`config.mk`:
```
export PLATFORM = sky130hd
export DESIGN_NAME = hs32_fetch
export DESIGN_NICKNAME = d
export VERILOG_FILES = /design/src/rtl/hs32_fetch.sv
export SDC_FILE = /design/constraint.sdc
export NUM_CORES = 1
export LEC_CHECK = 0
export CAP_MARGIN = 20
export CORE_UTILIZATION = 40
export CTS_CLUSTER_DIAMETER = 80
export CTS_CLUSTER_SIZE = 20
export DETAILED_ROUTE_END_ITERATION = 10
export PLACE_DENSITY_LB_ADDON = 0.15
export SYNTH_ARGS = -nofsm -noshare
export SYNTH_HDL_FRONTEND = slang
export SYNTH_SLANG_ARGS = --single-unit
```
`constraint.sdc`:
```
create_clock -name clk -period 3.1 [get_ports clk]
set_input_delay 0.31 -clock clk [delete_from_list [all_inputs] [get_ports clk]]
set_output_delay 0.31 -clock clk [all_outputs]
set_load 0.01 [all_outputs]
```
`src/rtl/hs32_fetch.sv`:
```
// HS32 instruction fetch: memory request FSM feeding an instruction buffer for decode.
// Define HS32_PREFETCH_EN for a 4-entry prefetch buffer; otherwise a single holding register.
module hs32_fetch #(
  parameter logic [31:0] RESET_PC = 32'h0
) (
  input  logic        clk,
  input  logic        reset,
  input  logic [31:0] newpc,
  input  logic        flush,
  output logic [31:0] addr,
  input  logic [31:0] dtrm,
  output logic        reqm,
  input  logic        rdym,
  output logic [31:0] instd,
  output logic [31:0] pcd,
  output logic        reqd,
  input  logic        rdyd
);

`ifdef HS32_PREFETCH_EN
  localparam logic [2:0] DEPTH = 3'd4;
`else
  localparam logic [2:0] DEPTH = 3'd1;
`endif

  typedef enum logic [1:0] {S_IDLE, S_FETCH, S_DROP} state_t;

  state_t      r_state;
  logic [31:0] r_pc;
  logic [2:0]  r_count;
  logic        w_push;
  logic        w_pop;

  // Flush outranks both buffer operations; a drop cycle never pushes.
  assign w_push = (r_state == S_FETCH) && rdym && !flush;
  assign w_pop  = (r_count != '0) && rdyd && !flush;
  assign reqd   = (r_count != '0);

  always_ff @(posedge clk) begin
    if (reset) begin
      r_state <= S_IDLE;
      r_pc    <= RESET_PC;
      reqm    <= 1'b0;
      addr    <= '0;
    end else begin
      case (r_state)
        S_IDLE: begin
          if (flush) begin
            r_pc <= newpc;
          end else if (r_count < DEPTH) begin
            reqm    <= 1'b1;
            addr    <= r_pc;
            r_state <= S_FETCH;
          end
        end
        S_FETCH: begin
          if (flush) begin
            r_pc <= newpc;
            if (rdym) begin
              reqm    <= 1'b0;
              r_state <= S_IDLE;
            end else begin
              r_state <= S_DROP;
            end
          end else if (rdym) begin
            r_pc    <= r_pc + 32'd4;
            reqm    <= 1'b0;
            r_state <= S_IDLE;
          end
        end
        S_DROP: begin
          // The stale request must still complete on the bus before refetching.
          if (flush) r_pc <= newpc;
          if (rdym) begin
            reqm    <= 1'b0;
            r_state <= S_IDLE;
          end
        end
        default: begin
          reqm    <= 1'b0;
          r_state <= S_IDLE;
        end
      endcase
    end
  end

  always_ff @(posedge clk) begin
    if (reset || flush) begin
      r_count <= '0;
    end else if (w_push && !w_pop) begin
      r_count <= r_count + 3'd1;
    end else if (w_pop && !w_push) begin
      r_count <= r_count - 3'd1;
    end
  end

`ifdef HS32_PREFETCH_EN
  logic [31:0] r_instr [4];
  logic [31:0] r_bpc   [4];
  logic [1:0]  r_rptr;
  logic [1:0]  r_wptr;

  assign instd = r_instr[r_rptr];
  assign pcd   = r_bpc[r_rptr];

  always_ff @(posedge clk) begin
    if (reset || flush) begin
      r_rptr <= '0;
      r_wptr <= '0;
    end else begin
      if (w_push) r_wptr <= r_wptr + 2'd1;
      if (w_pop)  r_rptr <= r_rptr + 2'd1;
    end
  end

  always_ff @(posedge clk) begin
    if (w_push && !reset) begin
      r_instr[r_wptr] <= dtrm;
      r_bpc[r_wptr]   <= r_pc;
    end
  end
`else
  logic [31:0] r_instr;
  logic [31:0] r_bpc;

  assign instd = r_instr;
  assign pcd   = r_bpc;

  always_ff @(posedge clk) begin
    if (w_push && !reset) begin
      r_instr <= dtrm;
      r_bpc   <= r_pc;
    end
  end
`endif

endmodule

```
==> results.toml, run 1 <==
[finish]
drive_gt1_frac = 0.06657
nNetsFinal = 772
diodes = 0
seq_area_um2 = 3323
final_common_cell = "clkdlybuf4s50_1"
nFillCells = 1124
synthToLayoutAreaGrowth_pct = 43.40
final_cell_mix = "165 x clkdlybuf4s50_1, 87 x nand2_1, 70 x dfxtp_1"
multi_input_area_um2 = 2012

[clock_network]
cts.sinks = 134
hold_buffers = 0
clk_latency_ps = 410
cts-root-to-sink-buffers = 2
root_buffer = "clkbuf_16"
h-tree-depth = 4
cts_tree = "done"
postCtsResizedCells = 0
cts_setup_buffers = 0
path_clk_slew_ps = 60
numCtsBuffers = 17

[yosys]
synthCells = 527
ys_seq_elements = 134
synth.net_count = 606
syn_area_um2 = 5509
syn_avg_cell_area_um2 = 10.45
ys_seq_area_frac = 0.6032
synth.top_cell.area_share = 0.3489
synth_top_cell_by_area = "edfxtp_1"
synth_edf_count = 64
synth_flop_cell = "dfxtp_1"
async_flop_share = 0
yosys_warnings = 0
synth_cell_types = 55
synthTopCellsByArea = "edfxtp_1 35%, dfxtp_1 25%, nand2_1 5.9%, a21oi_1 5.4%, ha_1 2.3%"

[power_and_ir_drop]
p_total_mw = 4.349
p_comb_frac = 0.104
vdd_drop_max_mv = 0.3400
p_clk_frac = 0.432
p_leak_nw = 2.750
p_sw_mw = 1.029
p_per_area_nw_per_um2 = 550.5
switching_share = 0.2367
seqPwrFrac = 0.464
internal-power_mw = 3.319

[critical_path]
timing.rr.start = "r_state[0]"
setup.worst_path.class = "register to register"
slowest_delay_ps = 560
worstPathCellList = "inv_1, ha_1, nor2_1, a21oi_1, or2_2, or4_1, o211ai_1"
reg2reg_setup_slack_ps = 570
slowest_stage = "or2_2"
cp.required_ps = 3440
regToRegEndpoint = "r_pc[29]"
crit_path_max_fanout = 37
startpoint_type = "register"
crit_path_end_kind = "register"
worstPathArrival_ps = 2870
r2r_cells = 7

[grt]
grt_pass1_vias = 4476
grt.total_usage = 0.2095
antenna_found_initial = 0
grt.overflow.total = 0
grt_pass1_wl_um = 23090
grt_max_degree = 42

[floorplan]
die_h_um = 119.4
ios = 167
floorplan.initialDensity = 0.4127
coreArea_um2 = 13350
die_w_um = 119.4
row_count = 42
dieArea_um2 = 14250

[sta]
clock.fmax_mhz = 394.6
maxSlewViolCount = 0
setup-tns-final_ps = 0
tightestPinTransition_ps = 667.0
slew-limit-headroom = 0.5554
finalCritPeriodShare = 0.8174
min_period_ps = 2534
finalSetupViolations = 0
finalHoldViolCount = 0
grt_setup_unrepaired = "false"
clock_skew_ps = 5.524

[drt]
drt-initial-drc-count = 321
viasPerCell = 5.365
vias = 4732
ant_nets = 0
wl_per_cell_um = 16.69
drtPass1Iterations = 5
wirelength_um = 14720
drcViolationCount = 0

[hold_path]
worstHoldStart = "reset"
holdCritPathClass = "input port to register"
min_to = "r_pc[27]"
hold_depth = 4

[place]
routabilityCongestion = 0.8534
port_buffers = 166
dp_hpwl_um = 10110

[flow_run]
drv_cap = 0

[status]
status = "complete, no violations"
==> state kept, by name, indices dropped and copies added, names as in the netlist <==
register  flops
pcd          32
instd        32
r_count       3
r_state       2
addr         32
r_pc         32
reqm          1
==> per-stage QoR <==
stage,instance area (um^2),worst slack [ps],util,cells,hold WS [ps]
floorplan,5509,276.9,-,527,402.9
detailed placement,7351,634.2,0.5507,850,447.7
global placement,7351,699.6,0.5507,850,444.6
finish,7900,566.1,0.5919,882,394.0
CTS,7900,617.2,0.5919,882,393.0
global route,7900,443.4,0.5919,882,446.2
==> routing by layer <==
| layer | share of wire | global-route usage | wire length, um |
|---|---|---|---|
| met4 | 0.024 | 0.09141 | 352 |
| met3 | 0.071 | 0.05316 | 1044 |
| met5 | 0 | 0 | 0 |
| met2 | 0.46 | 0.3310 | 6771 |
| met1 | 0.45 | 0.2713 | 6552 |
==> final cells by class <==
cell class,count,area share
clock buffer,20,0.05527
timing repair buffer,178,0.2211
inverter,13,0.006177
sequential,134,0.4207
multi-input combinational,349,0.2547
tap,176,0.02787
clock inverter,12,0.01425
==> worst max-delay path, delay by kind of cell (launching register included) <==
kind / cells / cell delay (ps)
compound gates: 2 / 230
fa+ha+maj: 1 / 320
buf+inv: 1 / 100
flops: 1 / 480
simple gates: 3 / 1290
==> synthesized netlist by cell type (9+ instances only) <==
master and instances:
edfxtp_1 64, a21oi_1 59, nand2_1 87, a32oi_1 9, dfxtp_1 70, nor2_1 25, clkbuf_1 22, inv_1 11
o21ai_0 15, and3_1 9, nor3_1 12, nand3_1 24, ha_1 10
==> power by group through the flow <==
stage	registers (mW)	clock network, mW	logic (mW)
2_1_floorplan	2.04	0	0.218
3_3_place_gp	2.05	0	0.443
3_5_place_dp	2.05	0	0.453
4_1_cts	2.02	1.90	0.456
5_1_grt	2.03	1.98	0.495
6_report	2.02	1.88	0.454
==> worst max path at each step <==
stage                from  endpoint  slack [ps]
3_5_place_dp   r_state[0]  r_pc[28]         630
5_1_grt        r_state[0]   r_pc[4]         440
3_3_place_gp        flush   r_pc[4]         700
4_1_cts        r_state[0]  r_pc[28]         620
2_1_floorplan  r_state[0]  instd[0]         280
6_report       r_state[0]  r_pc[29]         570
==> cell families after synthesis <==
family / count (synthesis) / synth area share
and+or+nand+nor: 208 / 0.1890
AOI/OAI and AO/OA: 123 / 0.1395
DFF: 134 / 0.6032
xor gates and xnor gates: 3 / 0.004770
adders and majority gates: 10 / 0.02271
buffers and inverters: 44 / 0.03180
muxes: 5 / 0.009085
No activity file was read; power rests on OpenSTA's default activity.
==> run 2, diff against run 1 <==
Clock period 3.1 ns to 2.55 ns, I/O delays scaled along.
==> run 2 against run 1 <==
Net effect:
- first-iteration DRC count rose by 9.7%
- maximum frequency rose by 8.9%
- total power rose by 28%
- sequential share of layout area fell by 0.81 points
- cell count rose by 0.79%
- via count rose by 2.8%
- global-route usage rose by 1.2 points
- routed wire length rose by 4.5%
- clock-buffer cell count fell by 2
- utilization rose by 1.2 points
==> results.toml, run 2 (synthesis gave the netlist of run 1 again) <==
[status]
status = "complete, no violations"

[critical_path]
reg2reg_setup_slack_ps = 220
crit_path_end_kind = "register"
startpoint_type = "register"
worstPathArrival_ps = 2660
regToRegEndpoint = "r_pc[24]"
r2r_cells = 6
setup.worst_path.class = "register to register"
crit_path_max_fanout = 8
timing.rr.start = "r_pc[2]"
cp.required_ps = 2890

[power_and_ir_drop]
vdd_drop_max_mv = 0.3907
p_per_area_nw_per_um2 = 690.7
p_leak_nw = 2.826
p_total_mw = 5.564

[hold_path]
worstHoldStart = "reset"
hold_depth = 2
min_to = "r_pc[0]"
holdCritPathClass = "input port to register"

[grt]
grt_pass1_vias = 4732
grt.overflow.total = 0
grt_pass1_wl_um = 24320
grt.total_usage = 0.2219
antenna_found_initial = 0
grt_max_degree = 42

[sta]
finalSetupViolations = 0
clock.fmax_mhz = 429.6
slew-limit-headroom = 0.6448
setup-tns-final_ps = 0
tightestPinTransition_ps = 532.9
clock_skew_ps = 7.523
finalHoldViolCount = 0
maxSlewViolCount = 0
worst_hold_slack_ps = 297.4
grt_setup_unrepaired = "false"
finalCritPeriodShare = 0.9128
min_period_ps = 2328

[place]
placed_area_um2 = 7441
routabilityCongestion = 0.8986
dp_hpwl_um = 10390
port_buffers = 166

[finish]
nNetsFinal = 779
seq_area_um2 = 3323
diodes = 0
synthToLayoutAreaGrowth_pct = 46.22
drive_gt1_frac = 0.08135
nFillCells = 1140
final_common_cell = "clkdlybuf4s50_1"
multi_input_area_um2 = 2014
fin_area_um2 = 8055
final_cell_mix = "165 x clkdlybuf4s50_1, 87 x nand2_1, 70 x dfxtp_1"

[floorplan]
coreArea_um2 = 13350
dieArea_um2 = 14250
floorplan.initialDensity = 0.4127
die_w_um = 119.4
row_count = 42
die_h_um = 119.4
ios = 167

[drt]
maxUsedRoutingLayer = "met4"
vias = 4864
ant_nets = 0
wirelength_um = 15390
wl_per_cell_um = 17.31
drt-initial-drc-count = 352
m1WireLength_um = 6477
viasPerCell = 5.471
drcViolationCount = 0
wl_met2_um = 7432
wl_met3_um = 1224
drtPass1Iterations = 5

[clock_network]
h-tree-depth = 4
cts.sinks = 134
clk_latency_ps = 420
cts-root-to-sink-buffers = 2
root_buffer = "clkbuf_16"
hold_buffers = 0
cts_setup_buffers = 0
postCtsResizedCells = 0
numCtsBuffers = 17
path_clk_slew_ps = 60
cts_tree = "done"

[flow_run]
drv_cap = 0
[run 2: per-layer routing]
metal  up-vias  track usage
met1      2296       0.2780
met5         -            0
met3        26      0.06944
met4         0      0.08906
met2       242       0.3554
li1       2300            -
[run 2: layout make-up]
type | instances | share of cell area
clock buffers | 18 | 0.05328
multi-input cells | 349 | 0.2501
clock inverters | 14 | 0.02268
repair buffers | 185 | 0.2280
inverters | 13 | 0.006058
flip-flops and latches | 134 | 0.4126
well taps | 176 | 0.02734
[run 2: worst max path at each step]
stage | startpoint | end | slack (ps) | depth (start not counted)
2_1_floorplan | r_state[0] | r_pc[27] | 370 | 11
3_3_place_gp | r_state[0] | r_pc[28] | 290 | 7
3_5_place_dp | r_state[0] | r_pc[24] | 170 | 7
4_1_cts | r_state[0] | r_pc[24] | 130 | 7
5_1_grt | r_pc[2] | r_pc[24] | 100 | 6
6_report | r_pc[2] | r_pc[24] | 220 | 6
[run 2: metrics by stage]
step / util / worst slack [ps] / instances
after floorplan: - / 365.4 / 527
after global placement: 0.5575 / 291.3 / 857
after global routing: 0.6035 / 103.9 / 889
after CTS: 0.6033 / 126.9 / 889
final: 0.6035 / 222.4 / 889
after detailed placement: 0.5575 / 167.6 / 857
[run 2: where the power goes]
group | switching, mW | internal, mW | total [mW]
combinational | 0.291 | 0.289 | 0.580
sequential | 0.102 | 2.35 | 2.45
clock | 0.907 | 1.63 | 2.53
[run 2: worst max-delay path, stage by stage (launching register included)]
cell,delay (ps)
dfxtp_1,490
ha_1,270
nand3_1,220
nor4_2,500
nand3_1,200
or4_1,470
o211ai_1,100
==> run 3, diff against run 2 <==
Clock period 2.55 ns to 2.3 ns, I/O delays scaled along.
==> run 3 against run 2 <==
Net effect:
- maximum frequency grew 7.8%
- final area is 2.0% higher
- clock skew is 1.3 ps lower
- register-to-register slack got worse by 80 ps
- hold slack worse by 5.4 ps
- combinational power increased by 16%
- cell count is 1.2% higher
- routed wire length shrank 3.3%
- flip-flop and latch count is the same
- sequential power rose by 11%
- critical endpoint unchanged
==> results.toml, run 3 (synthesis gave the netlist of run 1 again) <==
[status]
status = "complete, no violations"

[hold_path]
min_to = "r_pc[0]"
holdCritPathClass = "input port to register"
hold_depth = 2
worstHoldStart = "reset"

[critical_path]
cp_num_buf_inv = 1
setup.worst_path.class = "register to register"
crit_path_end_kind = "register"
slowest_stage = "or4_1"
timing.rr.start = "r_state[0]"
cp_top_family = "simple AND/OR/NAND/NOR gates"
worstPathCellList = "inv_1, ha_1, nor2_1, a21oi_1, or2_2, or4_1, o211ai_1"
crit_path_max_fanout = 23
slowest_delay_ps = 530
regToRegEndpoint = "r_pc[24]"
r2r_cells = 7
startpoint_type = "register"
reg2reg_setup_slack_ps = 140
cp.required_ps = 2640
worstPathArrival_ps = 2500

[power_and_ir_drop]
p_total_mw = 6.475
vdd_drop_max_mv = 0.4992
p_comb_frac = 0.104
p_leak_nw = 2.929
internal-power_mw = 5.035
switching_share = 0.2223
seqPwrFrac = 0.418
p_per_area_nw_per_um2 = 788.3
p_sw_mw = 1.440
p_clk_frac = 0.478

[clock_network]
clk_latency_ps = 420
cts.sinks = 134
h-tree-depth = 4
cts-root-to-sink-buffers = 2
cts_tree = "done"
path_clk_slew_ps = 60
root_buffer = "clkbuf_16"
hold_buffers = 0
numCtsBuffers = 17

[sta]
setup-tns-final_ps = 0
clock.fmax_mhz = 463.1
finalCritPeriodShare = 0.9389
min_period_ps = 2159
slew-limit-headroom = 0.6293
finalHoldViolCount = 0
tightestPinTransition_ps = 556.0
fin_ws_ps = 140.6
maxSlewViolCount = 0
clock_skew_ps = 6.215
finalSetupViolations = 0
grt_setup_unrepaired = "false"

[grt]
grt_pass1_vias = 4621
grt.total_usage = 0.2161
grt.overflow.total = 0
antenna_found_initial = 0
grt_max_degree = 43
grt_pass1_wl_um = 23720

[drt]
ant_nets = 0
wl_per_cell_um = 16.53
viasPerCell = 5.307
wirelength_um = 14880
drcViolationCount = 0
vias = 4776
drt-initial-drc-count = 278
drtPass1Iterations = 4

[floorplan]
ios = 167
die_h_um = 119.4
coreArea_um2 = 13350
dieArea_um2 = 14250
row_count = 42
die_w_um = 119.4
floorplan.initialDensity = 0.4127

[finish]
nFillCells = 1112
post-route-util = 0.6154
final_cell_mix = "165 x clkdlybuf4s50_1, 87 x nand2_1, 70 x dfxtp_1"
drive_gt1_frac = 0.09807
fin_cells = 900
synthToLayoutAreaGrowth_pct = 49.10
nNetsFinal = 790
final_common_cell = "clkdlybuf4s50_1"
diodes = 0

[flow_run]
drv_cap = 0

[place]
place_ws_ps = 115.2
routabilityCongestion = 0.8354
dp_hpwl_um = 10180
port_buffers = 166
placedCellCount = 868
## run 3: metrics by stage
step | cell area [um^2] | hold WS, ps
after floorplan | 5510 | 328.9
after global placement | 7523 | 444.3
after detailed placement | 7523 | 447.8
after CTS | 8205 | 278.2
after global routing | 8214 | 316.8
final | 8214 | 292.0
## run 3: timing repair
action | 4_1_cts | 5_1_grt
gates resized for setup | 0 | 1
setup buffers | 0 | 0
setup endpoints to repair | 0 | 3
## run 3: metal layers
| layer | wire (um) | GRT usage | part of all wire |
|---|---|---|---|
| met1 | 6564 | 0.2795 | 0.44 |
| met2 | 7036 | 0.3430 | 0.47 |
| met3 | 1078 | 0.06178 | 0.072 |
| met4 | 197 | 0.07969 | 0.013 |
| met5 | 0 | 0 | 0 |
## run 3: area by class of cell
cell class / count / area, um^2 / share of cell area
flip-flops and latches: 134 / 3323 / 0.4046
multi-input cells: 349 / 2021 / 0.2460
repair buffers: 196 / 1919 / 0.2337
clock buffers: 20 / 456.7 / 0.05560
clock inverters: 12 / 225.2 / 0.02742
well taps: 176 / 220.2 / 0.02681
inverters: 13 / 48.80 / 0.005941
## run 3: how the worst max path moves through the flow
stage / endpoint / slack [ps] / start / cells past startpoint
floorplan: r_pc[27] / 120 / r_state[0] / 11
detailed placement: r_pc[28] / 120 / r_pc[3] / 6
CTS: r_pc[28] / 100 / r_pc[3] / 6
global placement: r_pc[28] / 130 / r_pc[3] / 6
finish: r_pc[24] / 140 / r_state[0] / 7
global route: r_pc[28] / 5 / r_pc[3] / 6
## run 3: power groups by stage
| stage | combinational (mW) | sequential [mW] | clock (mW) |
|---|---|---|---|
| 2_1_floorplan | 0.293 | 2.75 | 0 |
| 3_3_place_gp | 0.654 | 2.75 | 0 |
| 3_5_place_dp | 0.670 | 2.76 | 0 |
| 4_1_cts | 0.675 | 2.71 | 3.15 |
| 5_1_grt | 0.734 | 2.72 | 3.25 |
| 6_report | 0.671 | 2.71 | 3.09 |
==> edit 1: new RTL, config.mk and constraints of run 2 <==
Add a define of `HS32_PREFETCH_EN`.
--- a/src/rtl/hs32_fetch.sv
+++ b/src/rtl/hs32_fetch.sv
@@ -1,4 +1,6 @@
 // HS32 instruction fetch: memory request FSM feeding an instruction buffer for decode.
 // Define HS32_PREFETCH_EN for a 4-entry prefetch buffer; otherwise a single holding register.
+`define HS32_PREFETCH_EN
+
 module hs32_fetch #(
   parameter logic [31:0] RESET_PC = 32'h0
Check against the original RTL: not equivalent (Yosys sat finds a counterexample within 4 cycles, from zero or initial values and one cycle with reset high).
==> edit 1 against run 2 <==
Sequential share of layout area rose by 15 points. Clock power increased by 30%. Setup slack got worse by 150 ps. Total power increased by 81%. Sequential power rose by 150%. Critical path depth fell by 3. Synthesized area up 140%. Final area up 100%. Routed wire length up 110%. Sequential cell count is 198 higher. First-iteration DRC count is 50% higher. Die area grew 130%. Register-to-register slack worse by 50 ps. Critical endpoint is now pcd[24].
==> edit 1: results (changes against run 2) <==
| Metric | Value |
|---|---|
| Initial DRC count | 527 (+50%) |
| Cell variety after synth | 58 (+5.5%) |
| EDFF count, synth | 256 (+300%) |
| Largest net degree at the start of global routing | 34 (-19%) |
| Detailed Route WL | 31,600 um (+110%) |
| Worst-Skew Late Latency | 520 ps (+100 ps) |
| Met1 GRT Util | 28.1% (+0.34 points) |
| Top Family by Delay on Critical Path | buffers and inverters |
| Synth Flop Type | edfxtp_1 |
| Crit path largest cell delay | 530 ps (+30 ps) |
| FFs w/ async S/R, synth | 0% (unchanged) |
| Via density | 5.27 (-3.6%) |
| LEAKAGE | 5.31 nW (+88%) |
| Initial antenna violation count | 2 (+2) |
| CP max-delay cell | mux4_2 |
| Htree depth | 1 (-3) |
| GPL Wtd Cong | 0.845 (-6.0%) |
| Worst VDD drop | 0.000416 V (+6.5%) |
| Filler cells | 2,665 (+130%) |
| Post-synth top cells | 256 x edfxtp_1, 98 x nand2_1, 76 x dfxtp_1 |
| Sequential element share of the synthesized area | 70.7% (+10 points) |
| Fraction of layout cells with a size suffix above 1 | 16.7% (+8.6 points) |
| Longest Clk Path Bufs | 3 (+1) |
| Status | completed |
| HPWL Detailed | 21,000 um (+100%) |
| Crit path max fanout | 19 (+11) |
| Nets | 1,103 (+42%) |
| Worst Path Arrival | 2220 ps (-440 ps) |
| Clock Skews | 16.7 ps (+9.19 ps) |
| Top cells by area, synth | edfxtp_1 59%, dfxtp_1 12%, mux4_2 11%, nand2_1 2.8%, a21oi_1 2.2% |
| Met2 Use GR | 29.5% (-6.0 points) |
| Dpl cell area | 0.0157 mm2 (+110%) |
| Gr usage total | 19.1% (-3.1 points) |
| Syn_nets | 902 (+49%) |
| CTS clock-pin slew for the worst setup and hold paths | 80 ps (+20 ps) |
## edit 1: changes by cell type after synthesis, sizes merged, moves of 5 or more
cell and change:
dfxtp +6, edfxtp +192, o211ai -8, nor2 +18, buf +13, mux4 +64, nand3 -10, a211oi +7
or4 -5, a32oi -9, nand2 +11, nor3 +6, o21bai +5
## edit 1: repair_timing
action | in CTS | in global routing
setup endpoints to repair | 35 | 16
hold endpoints to repair | 0 | 0
hold buffers | 0 | 0
resized for setup | 25 | 6
cloned | 1 | 0
buffers inserted | 6 | 1
## edit 1: kinds of logic (layout without fill, tap and decap cells)
group,after synthesis,count (layout),share of synthesized area [%]
flops,332,332,70.7
simple gates,225,225,8.29
compound gates,124,124,6.27
mux,67,67,11.3
buf+inv,56,271,1.95
fa+ha+maj,12,12,1.21
xor+xnor,5,5,0.336
## edit 1: area by class of cell
type	instances	area share, %
Timing Repair Buffer	224	14.5
Sequential cell	332	56.3
Tap cell	435	3.32
Clock inverter	1	0.0535
Multi-Input combinational cell	433	22.0
Clock buffer	35	3.59
Inverter	11	0.252
## edit 1: report_power, final
group | switching [mW] | internal, mW | total [mW]
clock | 1.71 | 1.58 | 3.29
combinational | 0.382 | 0.339 | 0.721
sequential | 0.115 | 5.92 | 6.04
## edit 1: final timing paths
check | depth (start not counted) | start | slack [ps] | endpoint
min | 2 | reset | 50 | addr[17]
max | 3 | register | 70 | pcd[24]
max reg2reg | 11 | r_state[1] | 170 | r_count[2]
min reg2reg | 2 | addr[28] | 460 | addr[28]
## edit 1: layer usage
metal  share of wire (%)  vias up
li1                    -     3592
met1                  46     3875
met2                  46      254
met3                 5.2       37
met4                 2.3        0
met5                   0        -
==> edit 2: new RTL, config.mk and constraints of run 2 <==
Without the edit above. Re-encode `state_t` (3 states) as one-hot, 3 bits wide.
--- a/src/rtl/hs32_fetch.sv
+++ b/src/rtl/hs32_fetch.sv
@@ -24,5 +24,5 @@
 `endif
 
-  typedef enum logic [1:0] {S_IDLE, S_FETCH, S_DROP} state_t;
+  typedef enum logic [2:0] {S_IDLE = 3'b001, S_FETCH = 3'b010, S_DROP = 3'b100} state_t;
 
   state_t      r_state;
Behaviour: same outputs for any inputs over 4 cycles, from zero or initial values and one cycle with reset high; so few cycles prove little.
==> edit 2 against run 2 <==
Setup slack better by 34 ps. Highest routed layer unchanged. Routed wire length down 5.3%. Largest power group is now sequential cells. Total power down 3.4%. Critical path type unchanged. Global-route usage down 0.82 points. Final area down 1.9%. Sequential cell count up 1. Via count down 2.9%. Critical endpoint is now r_pc[26]. Synthesized area down 0.79%.
==> edit 2: results (changes against run 2) <==
| Metric | Value |
|---|---|
| Post-synth top cells | 94 x nand2_1, 71 x dfxtp_1, 69 x a21oi_1 |
| Dpl cells | 853 (-0.47%) |
| Htree depth | 4 (unchanged) |
| LEAKAGE | 2.70 nW (-4.5%) |
| Met3 Track Usage GR | 5.65% (-1.3 points) |
| Worst VDD drop | 0.000406 V (+3.9%) |
| Power Density | 680 mW/mm2 (-1.5%) |
| Synth Flop Type | dfxtp_1 |
| WL met1 | 6230 um (-3.9%) |
| Vias | 4,723 (-2.9%) |
| Syn Inst Count | 535 (+1.5%) |
| Pre-Repair DR Iteration Count | 5 (unchanged) |
| Met1 GRT Util | 26.7% (-1.1 points) |
| Crit path max fanout | 7 (-1) |
| EDFF count, synth | 64 (unchanged) |
| Yosys warns | 0 (unchanged) |
| FFs w/ async S/R, synth | 0% (unchanged) |
| WL met3 | 1190 um (-2.9%) |
| PostCTS Resize Cnt | 0 (unchanged) |
| Status | completed |
| Gr usage total | 21.4% (-0.82 points) |
| Vias in the first global route | 4,630 (-2.2%) |
| Cell variety after synth | 54 (-1.8%) |
| Dpl cell area | 0.00734 mm2 (-1.4%) |
| HPWL Detailed | 9790 um (-5.8%) |
| Worst Path Arrival | 2550 ps (-110 ps) |
| Filler cells | 1,098 (-3.7%) |
| Worst-Margin Slew | 784 ps (+251 ps) |
| Sequential element share of the synthesized area | 61.2% (+0.85 points) |
| Initial DRC count | 366 (+4.0%) |
| Postcts setup bufs | 0 (unchanged) |
| Non-Filler Instances | 885 (-0.45%) |
| Largest net degree at the start of global routing | 71 (+69%) |
| Syn_nets | 609 (+0.50%) |
| Global-route wire length before repair | 23,300 um (-4.3%) |
| Longest Clk Path Bufs | 2 (unchanged) |
| Fraction of layout cells with a size suffix above 1 | 7.33% (-0.80 points) |
| Nets | 770 (-1.2%) |
| Root buffer cell | clkbuf_16 |
| Top cells by area, synth | edfxtp_1 35%, dfxtp_1 26%, nand2_1 6.5%, a21oi_1 6.3%, nor3_1 1.8% |
| Clock Skews | 7.42 ps (-0.106 ps) |
| Met2 Routed Length | 6960 um (-6.4%) |
| GPL Wtd Cong | 0.868 (-3.4%) |
| WL/cell | 16.5 um (-4.8%) |
| Met2 Use GR | 35.0% (-0.56 points) |
| Highest metal used | met4 |
==> edit 2: cells by family after synthesis <==
kind of cell	share of synthesized area, %
flip-flops	61.2
AO/OA/AOI/OAI	15.7
adder cells (fa/ha/maj)	1.14
XOR/XNOR	0.801
AND/OR/NAND/NOR	16.9
multiplexers	0.389
buffers and inverters	3.87
==> edit 2: area by class of cell <==
cell class / instances / area (um2) / share of cell area (%)
Clock buffer: 28 / 497 / 6.28
Clock inverter: 4 / 68.8 / 0.871
Inverter: 12 / 45.0 / 0.570
Multi-Input combinational cell: 349 / 1940 / 24.5
Sequential cell: 135 / 3340 / 42.3
Tap cell: 176 / 220 / 2.79
Timing Repair Buffer: 181 / 1790 / 22.7
==> edit 2: power by group <==
group	internal [mW]	leakage, nW	switching [mW]	total [mW]
Clock	1.51	0.274	0.834	2.35
Combinational	0.278	1.26	0.281	0.559
Sequential	2.36	1.16	0.108	2.47
Total	4.15	2.70	1.22	5.38
==> edit 2: worst paths after layout <==
kind | slack (ps) | to | startpoint | depth (start not counted)
max | 260 | r_pc[26] | r_pc[2] | 6
min | 400 | instd[8] | dtrm[8] | 1
max reg2reg | 260 | r_pc[26] | r_pc[2] | 6
min reg2reg | 450 | addr[31] | addr[31] | 2
==> edit 2: critical path, stage by stage, from the launching register on <==
cell     delay [ps]
dfxtp_1         330
ha_1            230
nand4_2         200
or4_1           720
o311a_1         400
a31oi_1         160
a31oi_1         100
==> edit 2: metrics by stage <==
step | setup slack [ps] | total power [mW]
global route | 115 | 5.59
global placement | 224 | 3.05
detailed placement | 123 | 3.07
floorplan | -197 | 2.79
CTS | 270 | 5.42
finish | 256 | 5.38
